File: src/rtl/load_data.sv
// Input-side loader for the in-place radix-2 FFT: writes a frame of N samples into two banks.
// Optional build macro LD_BITREV_EN stores the frame in bit-reversed index order.
//
// state    | meaning
// ST_IDLE  | waiting for i_LD_en from the FFT controller
// ST_RX    | rx_ready high, waiting for a sample transfer
// ST_WRITE | bank write enable high for the accepted sample
// ST_DONE  | o_LD_done pulse cycle
module load_data #(
  parameter int N  = 32,
  parameter int R  = 5,
  parameter int DW = 16
) (
  input  logic            i_clk,
  input  logic            i_rst,
  input  logic            i_LD_en,
  output logic            o_LD_done,
  input  logic            i_rx_valid,
  input  logic [2*DW-1:0] i_rx_data,
  output logic            o_rx_ready,
  output logic            o_m0_w_en,
  output logic [R-2:0]    o_m0_addr,
  output logic [2*DW-1:0] o_m0_w_data,
  output logic            o_m1_w_en,
  output logic [R-2:0]    o_m1_addr,
  output logic [2*DW-1:0] o_m1_w_data
);

  typedef enum logic [1:0] {ST_IDLE, ST_RX, ST_WRITE, ST_DONE} state_t;

  state_t          state, state_nxt;
  logic [R-1:0]    r_cnt, cnt_nxt;
  logic [R-1:0]    w_idx;
  logic            w_bank;
  logic            ready_nxt, done_nxt;
  logic            m0_w_en_nxt, m1_w_en_nxt;
  logic [R-2:0]    m0_addr_nxt, m1_addr_nxt;
  logic [2*DW-1:0] m0_w_data_nxt, m1_w_data_nxt;

`ifdef LD_BITREV_EN
  // bitReverse: index bit i comes from counter bit R-1-i
  for (genvar gi = 0; gi < R; gi++) begin : g_bit_reverse
    assign w_idx[gi] = r_cnt[R-1-gi];
  end
`else
  assign w_idx = r_cnt;
`endif

  assign w_bank = ^w_idx;

  always_ff @(posedge i_clk) begin
    if (i_rst) begin
      state       <= ST_IDLE;
      r_cnt       <= '0;
      o_rx_ready  <= 1'b0;
      o_LD_done   <= 1'b0;
      o_m0_w_en   <= 1'b0;
      o_m0_addr   <= '0;
      o_m0_w_data <= '0;
      o_m1_w_en   <= 1'b0;
      o_m1_addr   <= '0;
      o_m1_w_data <= '0;
    end else begin
      state       <= state_nxt;
      r_cnt       <= cnt_nxt;
      o_rx_ready  <= ready_nxt;
      o_LD_done   <= done_nxt;
      o_m0_w_en   <= m0_w_en_nxt;
      o_m0_addr   <= m0_addr_nxt;
      o_m0_w_data <= m0_w_data_nxt;
      o_m1_w_en   <= m1_w_en_nxt;
      o_m1_addr   <= m1_addr_nxt;
      o_m1_w_data <= m1_w_data_nxt;
    end
  end

  always_comb begin
    state_nxt     = state;
    cnt_nxt       = r_cnt;
    ready_nxt     = o_rx_ready;
    done_nxt      = o_LD_done;
    m0_w_en_nxt   = o_m0_w_en;
    m0_addr_nxt   = o_m0_addr;
    m0_w_data_nxt = o_m0_w_data;
    m1_w_en_nxt   = o_m1_w_en;
    m1_addr_nxt   = o_m1_addr;
    m1_w_data_nxt = o_m1_w_data;
    case (state)
      ST_IDLE: begin
        ready_nxt = 1'b0;
        if (i_LD_en) begin
          ready_nxt = 1'b1;
          state_nxt = ST_RX;
        end
      end
      ST_RX: begin
        if (i_rx_valid && o_rx_ready) begin
          if (w_bank) begin
            m1_w_en_nxt   = 1'b1;
            m1_addr_nxt   = w_idx[R-2:0];
            m1_w_data_nxt = i_rx_data;
          end else begin
            m0_w_en_nxt   = 1'b1;
            m0_addr_nxt   = w_idx[R-2:0];
            m0_w_data_nxt = i_rx_data;
          end
          ready_nxt = 1'b0;
          state_nxt = ST_WRITE;
        end
      end
      ST_WRITE: begin
        m0_w_en_nxt = 1'b0;
        m1_w_en_nxt = 1'b0;
        if (r_cnt == R'(N-1)) begin
          cnt_nxt   = '0;
          done_nxt  = 1'b1;
          state_nxt = ST_DONE;
        end else begin
          cnt_nxt   = r_cnt + {{(R-1){1'b0}}, 1'b1};
          ready_nxt = 1'b1;
          state_nxt = ST_RX;
        end
      end
      ST_DONE: begin
        done_nxt  = 1'b0;
        state_nxt = ST_IDLE;
      end
      default: state_nxt = ST_IDLE;
    endcase
  end

endmodule
File: config.mk
export PLATFORM = sky130hd
export DESIGN_NAME = load_data
export DESIGN_NICKNAME = d
export VERILOG_FILES = /design/src/rtl/load_data.sv
export SDC_FILE = /design/constraint.sdc
export NUM_CORES = 1
export LEC_CHECK = 0
export CORE_MARGIN = 2
export CORE_UTILIZATION = 47
export CTS_CLUSTER_SIZE = 16
export DETAILED_ROUTE_END_ITERATION = 8
export GPL_ROUTABILITY_DRIVEN = 0
export MAX_ROUTING_LAYER = met4
export PLACE_DENSITY = 0.91
export RECOVER_POWER = 50
export SLEW_MARGIN = 20
export SYNTH_ARGS = -nofsm -noshare
export SYNTH_HDL_FRONTEND = slang
export SYNTH_SLANG_ARGS = --single-unit
File: constraint.sdc
create_clock -name i_clk -period 2.1 [get_ports i_clk]
set_input_delay 0.42 -clock i_clk [delete_from_list [all_inputs] [get_ports i_clk]]
set_output_delay 0.42 -clock i_clk [all_outputs]
set_load 0.02 [all_outputs]
==> metrics.txt <==
initial antenna violation count=0; vias in the first global route=between 2000 and 3000; average wire per standard cell=between 10 and 15 µm; Period Utilization, post-route=90.0%; most frequent cells in the layout=nand2b_1 (113), dfxtp_1 (83), mux2i_1 (74); TNS Setup=0 ps; synthesized area per cell=roughly 11 µm²; core area=between 7000 and 8000 µm²; Die H=approximately 90 µm; drt drc=0; Req. time, crit path=approximately 2400 ps; vias per inst=roughly 5; Max Clk Rate=about 530 MHz; largest net degree at the start of global routing=a little over 100; die footprint=~8500 µm²; FF+latch count, synth=between 80 and 90; PostCTS Resize Cnt=0; initial core utilization=47.9%; fin nets=492; syn_nets=approximately 390; Total GRT Usage=19.8%; Die Wd=92.3 µm; Post-Route WL=7950 µm; drt pass-1 iters=4; Post-Place Cells=540; first-pass GRT wire length=between 10000 and 15000 µm; CTS clk-pin slew, worst paths=approximately 80 ps; worst-margin pin slew=~500 ps; layout cell share with drive strength beyond 1=5.73%; total CTS buffers=9; clk_lat worst skew=340 ps; critical path type=reg2reg; most common cell after layout, fill and taps aside=nand2b_1; placed wire-length estimate=around 5600 µm; Startpoint Class=register; antenna viol nets, final=0; clock sink count=83; Overflow after GRT=0; Min-Delay Path Class=in2reg; Leak Pwr=around 2.2 nW; Most used DFF post-synth=dfxtp_1; setup bufs post-CTS=0; vias after detailed routing=about 2700; Post-Syn Instances=~340; crit-path max FO=7; Final Util=66.4%; hold path startpoint=i_rst; critical path startpoint=r_cnt[0]$_SDFFE_PP0P_; DP Worst Slack=between 150 and 200 ps; ant diodes=0; Area Growth Syn to Fin=38.6%; R2R Path Start=r_cnt[0]$_SDFFE_PP0P_; Cell Rows=32; outcome=finished clean; pwr/cell area=roughly 750 nW/µm²; initial drt markers=approximately 110; Hold Buf Count CTS=0; Final min period=1890 ps; CTS tree=built; EDFF count, synth=0; Final Hold Fails=0; IO Pins=~110; RSZ-0062 raised after global routing=false; Final Setup Violations=0; H-tree depth=3; worst setup margin=~210 ps; Port Buffers=111; Root Buffer=clkbuf_8; MaxCap Viol Count=0; synth unique cells=28; crit path DAT=about 2200 ps; slew margin rel.=a little under 70%; clk buf depth=2; worst vdd ir=around 460 µV; asr flop ratio synth=0%; synthesized area=around 3700 µm²; clock skew=roughly 8 ps; Seq/Total Area, Yosys=a little under half; fin cells=556; max-slew violation count=0; crit end category=register; Ys Warns=0
## stage by stage
stage | cell area, µm² | hold slack (ps) | power (mW)
4_1_cts | 5080 | 434 | 3.87
3_5_place_dp | 4840 | 463 | 2.50
2_1_floorplan | 3660 | 470 | 2.24
5_1_grt | 5080 | 449 | 3.98
6_report | 5080 | 449 | 3.81
3_3_place_gp | 4840 | 459 | 2.47
## state kept, by name, indices dropped and copies added, names as in the netlist
register     cells
o_LD_done        1
o_m1_addr        4
o_m0_w_en        1
o_rx_ready       1
r_cnt            5
o_m1_w_en        1
o_m1_w_data     32
o_m0_addr        4
o_m0_w_data     32
state            2
## report_power, final
group | internal, mW | switching [mW]
registers | 1.65 | 0.0648
logic | 0.368 | 0.363
clock network | 0.820 | 0.543
total | 2.84 | 0.971
## cells in the mapped netlist (2+ instances only)
cell      number  share of area (%)
nand2b_1     114                 19
dfxtp_1       83                 45
mux2i_1       74                 20
clkbuf_1      14                1.4
a21oi_1        9                1.2
ha_1           7                2.4
buf_6          4                1.2
nand3_1        4               0.55
nor2_1         4               0.41
buf_12         3                1.6
inv_1          3               0.31
or3_1          3               0.51
a311oi_1       2               0.48
a31oi_1        2               0.34
nand3b_1       2               0.41
nor2b_1        2               0.34
o211ai_1       2               0.41
o21ai_0        2               0.27
## layer usage
metal	global-route usage, %	part of all wire [%]
met3	4.93	4.8
met4	5.35	1.3
met5	-	0
met2	33.6	51
met1	23.5	43
## cells by family (layout without fill, tap and decap cells)
| kind of cell | Yosys count | count (layout) | synth area share [%] |
|---|---|---|---|
| and+or+nand+nor | 133 | 133 | 22.4 |
| xor gates and xnor gates | 2 | 2 | 1.30 |
| buffers and inverters | 25 | 135 | 4.75 |
| muxes | 75 | 75 | 20.5 |
| AOI/OAI and AO/OA | 19 | 19 | 3.21 |
| DFF | 83 | 83 | 45.4 |
| adders and majority gates | 7 | 7 | 2.39 |
## critical path, cell delays in order, from the launching register on
cell      delay [ps]
dfxtp_1          360
ha_1             240
and2_0           160
ha_1             270
nand2b_1         210
or3_1            370
a31oi_1          200
## final cells by class
| class | instances | area [µm²] |
|---|---|---|
| fillers | 588 | 2570 |
| multi-input cells | 236 | 1830 |
| flip-flops and latches | 83 | 1660 |
| repair buffers | 116 | 1210 |
| clock buffers | 11 | 141 |
| well taps | 102 | 128 |
| clock inverters | 5 | 100 |
| inverters | 3 | 11.3 |
## path summary, 6_finish.rpt
check | end | depth (start not counted) | slack (ps)
setup / recovery | r_cnt[3]$_SDFFE_PP0P_ | 6 | 210
hold / removal | r_cnt[1]$_SDFFE_PP0P_ | 2 | 450
setup reg to reg | r_cnt[3]$_SDFFE_PP0P_ | 6 | 210
hold reg to reg | o_m1_w_data[16]$_SDFFE_PP0P_ | 2 | 470
(Power assumes the default switching activity.)
